===== src/rtl/ahb_pkg.sv =====
// Shared encodings for the AHB-style interconnect: slave response codes and
// arbiter phase encoding.
package ahb_pkg;

    typedef enum logic [1:0] {
        HRESP_OKAY  = 2'b00,
        HRESP_ERROR = 2'b01,
        HRESP_RETRY = 2'b10,
        HRESP_SPLIT = 2'b11
    } hresp_e;

    typedef enum logic [1:0] {
        ST_IDLE = 2'b00,
        ST_ADDR = 2'b01,
        ST_DATA = 2'b10
    } arb_state_e;

    localparam int MAX_N_MASTERS = 8;

endpackage


===== src/rtl/ahb_arbiter_n_arb_pick.sv =====
// Combinational winner select: first eligible, non-excluded master found when
// searching upward from rr_ptr (modulo N_MASTERS). rr_ptr = 0 gives fixed priority.
module arb_pick #(
    parameter int N_MASTERS = 2,
    localparam int IDW = $clog2(N_MASTERS)
) (
    input  logic [N_MASTERS-1:0] elig,
    input  logic [N_MASTERS-1:0] excl,
    input  logic [IDW-1:0]       rr_ptr,
    output logic [N_MASTERS-1:0] win_onehot,
    output logic [IDW-1:0]       win_id,
    output logic                 valid
);

    logic [N_MASTERS-1:0] cand_s;
    logic [IDW:0]         sum_s;
    logic [IDW:0]         idx_s;

    assign cand_s = elig & ~excl;

    // Scan candidates in priority order starting at rr_ptr; the first hit wins.
    always_comb begin
        win_onehot = '0;
        win_id     = '0;
        valid      = 1'b0;
        sum_s      = '0;
        idx_s      = '0;
        for (int k = 0; k < N_MASTERS; k++) begin
            sum_s = {1'b0, rr_ptr} + (IDW+1)'(k);
            idx_s = (sum_s >= (IDW+1)'(N_MASTERS)) ? (sum_s - (IDW+1)'(N_MASTERS)) : sum_s;
            if (!valid && cand_s[idx_s[IDW-1:0]]) begin
                valid                         = 1'b1;
                win_id                        = idx_s[IDW-1:0];
                win_onehot[idx_s[IDW-1:0]]    = 1'b1;
            end else begin
                valid = valid;
            end
        end
    end

endmodule


===== src/rtl/ahb_arbiter_n.sv =====
// N-master AHB-style bus arbiter with SPLIT parking, tenure beat limit and
// re-arbitration on ERROR/RETRY/SPLIT. Define ARB_ROUND_ROBIN_EN for round-robin selection.
module ahb_arbiter_n
    import ahb_pkg::*;
#(
    parameter int N_MASTERS = 2,
    parameter int MAX_BEATS = 4,
    localparam int IDW = $clog2(N_MASTERS)
) (
    input  logic                 clk,
    input  logic                 rst,
    input  logic [N_MASTERS-1:0] busreq,
    input  logic                 hready,
    input  logic [1:0]           hresp,
    input  logic [N_MASTERS-1:0] split_clr,
    output logic [N_MASTERS-1:0] grant,
    output logic [IDW-1:0]       grant_id,
    output logic                 bus_busy,
    output logic [N_MASTERS-1:0] split_mask
);

    localparam int BW = $clog2(MAX_BEATS + 1);

    arb_state_e           state_r;
    logic [N_MASTERS-1:0] grant_r;
    logic [IDW-1:0]       grant_id_r;
    logic                 bus_busy_r;
    logic [N_MASTERS-1:0] split_mask_r;
    logic [BW-1:0]        beat_cnt_r;
    logic [IDW-1:0]       rr_ptr_s;

    hresp_e               hresp_s;
    logic [N_MASTERS-1:0] elig_s;
    logic [N_MASTERS-1:0] excl_s;
    logic [N_MASTERS-1:0] split_set_s;
    logic [BW-1:0]        beat_nxt_s;
    logic                 stay_s;
    logic                 rearb_s;
    logic                 okay_fallback_s;
    logic [N_MASTERS-1:0] win_oh_s;
    logic [IDW-1:0]       win_id_s;
    logic                 win_vld_s;
    logic [N_MASTERS-1:0] next_oh_s;
    logic [IDW-1:0]       next_id_s;
    logic                 next_vld_s;

`ifdef ARB_ROUND_ROBIN_EN
    logic [IDW-1:0]       rr_ptr_r;
    assign rr_ptr_s = rr_ptr_r;
`else
    assign rr_ptr_s = '0;
`endif

    assign hresp_s    = hresp_e'(hresp);
    assign elig_s     = busreq & ~split_mask_r;
    assign beat_nxt_s = beat_cnt_r + BW'(1);
    assign stay_s     = ((busreq & grant_r) != '0) && (beat_nxt_s < BW'(MAX_BEATS));

    // Decide whether this cycle re-arbitrates and which master is kept out of it.
    always_comb begin
        excl_s          = '0;
        split_set_s     = '0;
        rearb_s         = 1'b0;
        okay_fallback_s = 1'b0;
        case (state_r)
            ST_IDLE: rearb_s = 1'b1;
            ST_DATA: begin
                if (hready) begin
                    case (hresp_s)
                        HRESP_OKAY: begin
                            excl_s          = grant_r;
                            rearb_s         = !stay_s;
                            okay_fallback_s = 1'b1;
                        end
                        HRESP_ERROR: begin
                            excl_s  = grant_r;
                            rearb_s = 1'b1;
                        end
                        HRESP_RETRY: rearb_s = 1'b1;
                        HRESP_SPLIT: begin
                            excl_s      = grant_r;
                            split_set_s = grant_r;
                            rearb_s     = 1'b1;
                        end
                        default: rearb_s = 1'b1;
                    endcase
                end else begin
                    rearb_s = 1'b0;
                end
            end
            default: rearb_s = 1'b0;
        endcase
    end

    arb_pick #(
        .N_MASTERS (N_MASTERS)
    ) u_arb_pick (
        .elig       (elig_s),
        .excl       (excl_s),
        .rr_ptr     (rr_ptr_s),
        .win_onehot (win_oh_s),
        .win_id     (win_id_s),
        .valid      (win_vld_s)
    );

    // A tenure ended by the beat limit falls back to the same owner when nobody else asks.
    always_comb begin
        next_oh_s  = win_oh_s;
        next_id_s  = win_id_s;
        next_vld_s = win_vld_s;
        if (!win_vld_s && okay_fallback_s && ((elig_s & grant_r) != '0)) begin
            next_oh_s  = grant_r;
            next_id_s  = grant_id_r;
            next_vld_s = 1'b1;
        end else begin
            next_vld_s = win_vld_s;
        end
    end

    // Arbiter FSM with registered grant outputs, beat counter and split parking.
    always_ff @(posedge clk) begin
        if (rst) begin
            state_r      <= ST_IDLE;
            grant_r      <= '0;
            grant_id_r   <= '0;
            bus_busy_r   <= 1'b0;
            split_mask_r <= '0;
            beat_cnt_r   <= '0;
`ifdef ARB_ROUND_ROBIN_EN
            rr_ptr_r     <= '0;
`endif
        end else begin
            // A SPLIT set beats a same-cycle release for the same master.
            split_mask_r <= (split_mask_r & ~split_clr) | split_set_s;
            if (rearb_s) begin
                if (next_vld_s) begin
                    state_r    <= ST_ADDR;
                    grant_r    <= next_oh_s;
                    grant_id_r <= next_id_s;
                    bus_busy_r <= 1'b1;
`ifdef ARB_ROUND_ROBIN_EN
                    rr_ptr_r   <= (next_id_s == IDW'(N_MASTERS - 1)) ? '0 : next_id_s + IDW'(1);
`endif
                end else begin
                    state_r    <= ST_IDLE;
                    grant_r    <= '0;
                    bus_busy_r <= 1'b0;
                end
            end else begin
                case (state_r)
                    ST_ADDR: begin
                        if (hready) begin
                            state_r    <= ST_DATA;
                            beat_cnt_r <= '0;
                        end else begin
                            state_r    <= ST_ADDR;
                        end
                    end
                    ST_DATA: begin
                        if (hready) begin
                            beat_cnt_r <= beat_nxt_s;
                        end else begin
                            beat_cnt_r <= beat_cnt_r;
                        end
                    end
                    ST_IDLE: state_r <= ST_IDLE;
                    default: begin
                        state_r    <= ST_IDLE;
                        grant_r    <= '0;
                        bus_busy_r <= 1'b0;
                    end
                endcase
            end
        end
    end

    assign grant      = grant_r;
    assign grant_id   = grant_id_r;
    assign bus_busy   = bus_busy_r;
    assign split_mask = split_mask_r;

endmodule


===== config.mk =====
export PLATFORM = sky130hd
export DESIGN_NAME = ahb_arbiter_n
export DESIGN_NICKNAME = d
export VERILOG_FILES = /design/src/rtl/ahb_pkg.sv /design/src/rtl/ahb_arbiter_n_arb_pick.sv /design/src/rtl/ahb_arbiter_n.sv
export SDC_FILE = /design/constraint.sdc
export NUM_CORES = 1
export LEC_CHECK = 0
export CAP_MARGIN = 0
export CELL_PAD_IN_SITES_DETAIL_PLACEMENT = 1
export CELL_PAD_IN_SITES_GLOBAL_PLACEMENT = 1
export CORE_UTILIZATION = 34
export CTS_BUF_LIST = sky130_fd_sc_hd__clkbuf_8
export CTS_CLUSTER_SIZE = 25
export DETAILED_ROUTE_END_ITERATION = 12
export GPL_TIMING_DRIVEN = 0
export PLACE_DENSITY_LB_ADDON = 0.1
export SYNTH_ARGS = -nofsm -noshare
export SYNTH_HDL_FRONTEND = slang
export SYNTH_SLANG_ARGS = --single-unit

===== constraint.sdc =====
create_clock -name clk -period 1.75 [get_ports clk]
set_input_delay 0.35 -clock clk [delete_from_list [all_inputs] [get_ports clk]]
set_output_delay 0.35 -clock clk [all_outputs]
set_load 0.02 [all_outputs]

==> results_dict.tcl, run 1 <==
set metrics [dict create \
    grt_max_degree 11 \
    outcome "finished, final reports clean" \
    yosysSeqAreaShare 0.305 \
    rows 16 \
    n_fill_cell 232 \
    synth_edf_count 0 \
    root_buffer "clkbuf_8" \
    antenna_found_initial 0 \
    cts_tree "yes" \
    nNetsFinal 116 \
    postRouteAntennaNets 0 \
    syn_area_sq_um 722 \
    final_area_sq_um 992 \
    leakagePower_uw 0.000380 \
    synthCells 85 \
    yosys_most_used_dff "dfxtp_1" \
    wirelength_mm 1.95 \
    finalWorstPathRequiredPeriod_ps 1710 \
    crit_start "hresp[1]" \
    reg2reg_from "state_r[0]" \
    setup_slack_ps 39.2 \
    grt_pass1_wl_mm 3.15 \
    clk_pin_slew_worst_paths_ps 50 \
    wl_per_cell_um 15.1 \
    tns_ps 0 \
    path_cells "clkdlybuf4s50_1, nor2_4, a41oi_4, or4_4, a21oi_2" \
    diodes 0 \
    min_period_over_period 0.978 \
    ys_seq_elements 11 \
    h-tree-depth 1 \
    port_buffers 13 \
    placed_area_sq_um 886 \
    setup_viol 0 \
    swShare 0.303 \
    holdBufCountCts 0 \
    drc 0 \
    gp_congestion 0.790 \
    start_util 0.364 \
    core_area_sq_um 1980 \
    final_core_utilization 0.501 \
    multi_input_area_sq_um 498 \
    cp.required_ps 1930 \
    pwr_density_cell_nw_per_um2 731 \
    min_from "rst" \
    final_common_cell "clkdlybuf4s50_1" \
    ios 15 \
    area_delta_synth_final_pct 37.4 \
    die_area_sq_um 2310 \
    async_flop_share 0 \
    cp-start-kind "primary input" \
    setup.worst_path.end_class "flip-flop" \
    p_int_uw 505 \
    crit_path_max_fanout 6 \
    crit_cells 5 \
    combinationalPowerShare 0.269 \
    gr-total-overflow 0 \
    yosysWarnings 0 \
    drive_above_1_share 0.196 \
    hold_depth 2 \
    numCtsBuffers 3 \
    max_slew_margin 0.712 \
    final_hold_viol_count 0 \
    dr.pass1.iters 4 \
    synth.distinct_cells 33 \
    seq_area_sq_um 224 \
    slowest_stage "or4_4" \
    die_width_um 48.1 \
    fin_cells 129 \
    switchingPower_uw 220 \
    min_path_type "primary input to flip-flop" \
    worstSkewPairLatency_ps 240 \
    synth_fp_nets 98 \
    worst_pin_slew_ps 432 \
    rsz0062_at_grt "yes" \
    p_clk_frac 0.348 \
    max_stage_delay_ps 550 \
    drtIter0Drc 8 \
    cts_sinks 11 \
    avgSynthCellArea_sq_um 8.49 \
    grt_pass1_vias 729 \
    dp_slack_ps -277 \
    finalClockSkew_ps 3.39 \
    hpwl_mm 1.50 \
    power_frac_seq 0.383 \
    cp.buffers_inverters 1 \
    r2r_cells 7 \
    arrival_ps 1890 \
    fmax_mhz 585 \
    slew_violations 0 \
    peakVddDrop_v 0.000431 \
    die_h_um 48.1 \
    avgViaCountPerCell 5.43 \
    max_cap_viol_count 0 \
    vias 700 \
    critical-path-top-delay-family "simple AND/OR/NAND/NOR gates" \
    critPathKind "primary input to flip-flop" \
    clockBufferDepth 2 \
    numPlacedInstances 125 \
    layout_common_cells "clkdlybuf4s50_1 (11), dfxtp_1 (10), inv_1 (7)" \
    gr-usage-all-layers 0.202 \
]
[power groups by stage]
stage                     Sequential [uW]  Clock, uW  Combinational [uW]
after floorplan                       292          0                99.0
after global placement                284          0                 172
after detailed placement              284          0                 174
after CTS                             279        262                 183
after global routing                  279        274                 216
final                                 278        252                 195
[state kept, by name, summed over array words and instances, names as in the netlist]
signal,cells
state_r,2
bus_busy,1
beat_cnt_r,3
split_mask,2
grant_id,1
grant,2
[path summary, 6_finish.rpt]
| path | endpoint | slack [ps] |
|---|---|---|
| min reg2reg | beat_cnt_r[2] | 500 |
| max | beat_cnt_r[0] | 40 |
| max reg2reg | beat_cnt_r[0] | 40 |
| min | beat_cnt_r[0] | 500 |
[stage by stage]
stage | hold WS [ps] | power, uW
6_report | 496 | 725
4_1_cts | 497 | 725
2_1_floorplan | 453 | 391
5_1_grt | 515 | 769
3_5_place_dp | 490 | 459
3_3_place_gp | 463 | 456
[repair_timing]
item                                    CTS  global route
pin swaps                                 1             4
endpoints found under the setup margin    8             8
buffers inserted                          0             1
resized for setup                         8            10
[layout make-up]
cell class | count | area share
inverter | 6 | 0.0227
sequential | 11 | 0.226
timing repair buffer | 14 | 0.144
clock buffer | 3 | 0.0416
buffer | 3 | 0.0265
tap | 27 | 0.0340
multi-input combinational | 64 | 0.502
clock inverter | 1 | 0.00378
[cells in the mapped netlist (2+ instances only)]
library cell  instances  area (sq um)
dfxtp_1              11           220
a21oi_1               8          40.0
inv_1                 6          22.5
nand2b_1              6          37.5
nand4_1               6          37.5
nand2_1               5          18.8
nor2_1                5          18.8
ha_1                  4          50.1
o21ai_0               3          15.0
a211oi_1              2          15.0
a31o_2                2          17.5
a31oi_1               2          12.5
and3_1                2          12.5
clkbuf_1              2          7.51
nor3b_1               2          15.0
o221ai_1              2          17.5
[cells by family after synthesis]
| kind of cell | after synthesis | share of synthesized area |
|---|---|---|
| AO/OA/AOI/OAI | 26 | 0.284 |
| XOR/XNOR | 1 | 0.0225 |
| adder cells (fa/ha/maj) | 4 | 0.0693 |
| buffers and inverters | 10 | 0.0589 |
| flip-flops | 11 | 0.305 |
| AND/OR/NAND/NOR | 33 | 0.260 |
[layer usage]
layer | share of wire | up-vias | GRT usage
met5 | 0 | - | 0
met4 | 0.011 | 0 | 0.0833
met3 | 0.043 | 4 | 0.0453
met2 | 0.51 | 14 | 0.343
met1 | 0.44 | 330 | 0.243
li1 | - | 352 | -
(Power assumes the default switching activity.)
==> run 2, diff against run 1 <==
--- a/config.mk
+++ b/config.mk
@@ -5,6 +5,7 @@
 export SDC_FILE = /design/constraint.sdc
 export NUM_CORES = 1
 export LEC_CHECK = 0
+export ABC_CLOCK_PERIOD_IN_PS = 1450
 export CAP_MARGIN = 0
 export CELL_PAD_IN_SITES_DETAIL_PLACEMENT = 1
 export CELL_PAD_IN_SITES_GLOBAL_PLACEMENT = 1
==> constraint.sdc (replaced) <==
create_clock -name clk -period 1.45 [get_ports clk]
set_input_delay 0.29 -clock clk [delete_from_list [all_inputs] [get_ports clk]]
set_output_delay 0.29 -clock clk [all_outputs]
set_load 0.02 [all_outputs]
==> run 2 against run 1 <==
The flow now finishes with violations (setup timing). Die area stayed put. Cell area rose by 23%. Hold slack got worse by 12 ps.
==> results_dict.tcl, run 2 (synthesis gave the netlist of run 1 again) <==
set metrics [dict create \
    outcome "finished, violations left" \
    violations "setup timing" \
    peakVddDrop_v 0.000709 \
    final_hold_viol_count 0 \
    largest_reg_flops 3 \
    start_util 0.364 \
    numPlacedInstances 125 \
    nNetsFinal 127 \
    dp_slack_ps -571 \
    gr-usage-all-layers 0.259 \
    tns_ps -565 \
    h-tree-depth 1 \
    gp_congestion 0.763 \
    drive_above_1_share 0.460 \
    clk_pin_slew_worst_paths_ps 60 \
    r2r_slack_ps -160 \
    rows 16 \
    grt_max_degree 10 \
    p_int_uw 660 \
    cp.required_ps 1620 \
    arrival_ps 1780 \
    die_area_sq_um 2310 \
    pwr_density_cell_nw_per_um2 817 \
    setup.worst_path.end_class "flip-flop" \
    switchingPower_uw 336 \
    finalWorstPathRequiredPeriod_ps 1610 \
    worstSkewPairLatency_ps 250 \
    leakagePower_uw 0.000457 \
    final_common_cell "dlygate4sd2_1" \
    worst_pin_slew_ps 544 \
    rsz0062_at_grt "yes" \
    swShare 0.337 \
    numCtsBuffers 3 \
    crit_path_max_fanout 3 \
    cts_tree "yes" \
    wl_per_cell_um 20.0 \
    root_buffer "clkbuf_8" \
    fmax_mhz 621 \
    p_clk_frac 0.323 \
    critPathKind "flip-flop to flip-flop" \
    seq_area_sq_um 233 \
    drc 0 \
    grt_pass1_vias 751 \
    die_width_um 48.1 \
    core_area_sq_um 1980 \
    crit_start "beat_cnt_r[0]" \
    antenna_found_initial 0 \
    postRouteAntennaNets 0 \
    max_cap_viol_count 0 \
    wirelength_mm 2.80 \
    r2r_end "bus_busy" \
    max_slew_margin 0.637 \
    gr-total-overflow 0 \
    combinationalPowerShare 0.334 \
    grt_pass1_wl_mm 3.85 \
    cts_sinks 11 \
    regMostFlops "beat_cnt_r" \
    min_path_type "flip-flop to flip-flop" \
    layout_common_cells "dlygate4sd2_1 (11), buf_4 (10), nand4_1 (6), a21oi_1 (6)" \
    finalClockSkew_ps 3.89 \
    setup_viol 5 \
    r2r_cells 6 \
    diodes 0 \
    n_fill_cell 209 \
    dr.pass1.iters 4 \
    clockBufferDepth 2 \
    slew_violations 0 \
    die_h_um 48.1 \
    power_frac_seq 0.343 \
    ios 15 \
    vias 798 \
    hpwl_mm 1.55 \
    area_delta_synth_final_pct 68.8 \
    critPathCapture "bus_busy" \
    reg2reg_from "beat_cnt_r[0]" \
    min_period_over_period 1.11 \
    fin_cells 140 \
    avgViaCountPerCell 5.70 \
    setup_slack_ps -161 \
    cp-start-kind "flip-flop" \
    port_buffers 13 \
    drtIter0Drc 12 \
    multi_input_area_sq_um 628 \
]
==> run 2: changes by cell type in the layout (fill, tap and decap cells not counted), sizes merged <==
cell / delta
clkinv: +1
buf: +11
dlymetal6s2s: -2
clkdlybuf4s50: -9
dlygate4sd2: +11
inv: -1
==> run 2: routing by layer <==
layer / up-vias / part of all wire / global-route usage
li1: 375 / - / -
met1: 397 / 0.44 / 0.311
met2: 18 / 0.50 / 0.441
met3: 8 / 0.031 / 0.0642
met4: 0 / 0.025 / 0.100
met5: - / 0 / 0
==> run 2: cell type report <==
class                      instances  area share
buffer                             3      0.0277
multi-input combinational         64       0.515
timing repair buffer              25       0.178
inverter                           6      0.0226
sequential                        11       0.191
tap                               27      0.0277
clock buffer                       3      0.0339
clock inverter                     1     0.00411
==> run 2: worst min path at each step <==
| stage | from | to | slack [ps] | cells past startpoint |
|---|---|---|---|---|
| final | beat_cnt_r[1] | beat_cnt_r[1] | 480 | 2 |
| after global placement | beat_cnt_r[1] | beat_cnt_r[1] | 470 | 2 |
| after global routing | beat_cnt_r[1] | beat_cnt_r[1] | 490 | 2 |
| after detailed placement | beat_cnt_r[1] | beat_cnt_r[1] | 480 | 2 |
| after floorplan | hresp[0] | split_mask[1] | 460 | 2 |
| after CTS | rst | beat_cnt_r[0] | 470 | 2 |
==> run 2: power by group through the flow <==
stage | Sequential [uW] | Combinational, uW | Clock [uW]
3_5_place_dp | 345 | 240 | 0
5_1_grt | 343 | 349 | 343
4_1_cts | 340 | 303 | 321
2_1_floorplan | 354 | 144 | 0
3_3_place_gp | 344 | 234 | 0
6_report | 342 | 333 | 322
==> run 2: metrics by stage <==
step	utilization	power, uW	hold WS [ps]	area, sq um
after floorplan	-	499	456	803
after global placement	0.488	578	469	967
after detailed placement	0.488	585	478	967
after CTS	0.595	964	473	1180
after global routing	0.615	1030	490	1220
final	0.615	996	484	1220
==> run 2: timing repair <==
action | 4_1_cts | 5_1_grt
gates cloned | 1 | 0
pin swaps | 6 | 6
resized for setup | 35 | 8
setup endpoints to repair | 15 | 8
setup buffers | 10 | 1
hold buffers | 0 | 0
==> run 2: worst max-delay path, cell delays in order, from the launching register on <==
cell	delay [ps]
dfxtp_2	340
ha_4	170
xnor2_4	160
buf_4	150
nand4_1	250
a31o_4	320
a21oi_1	140
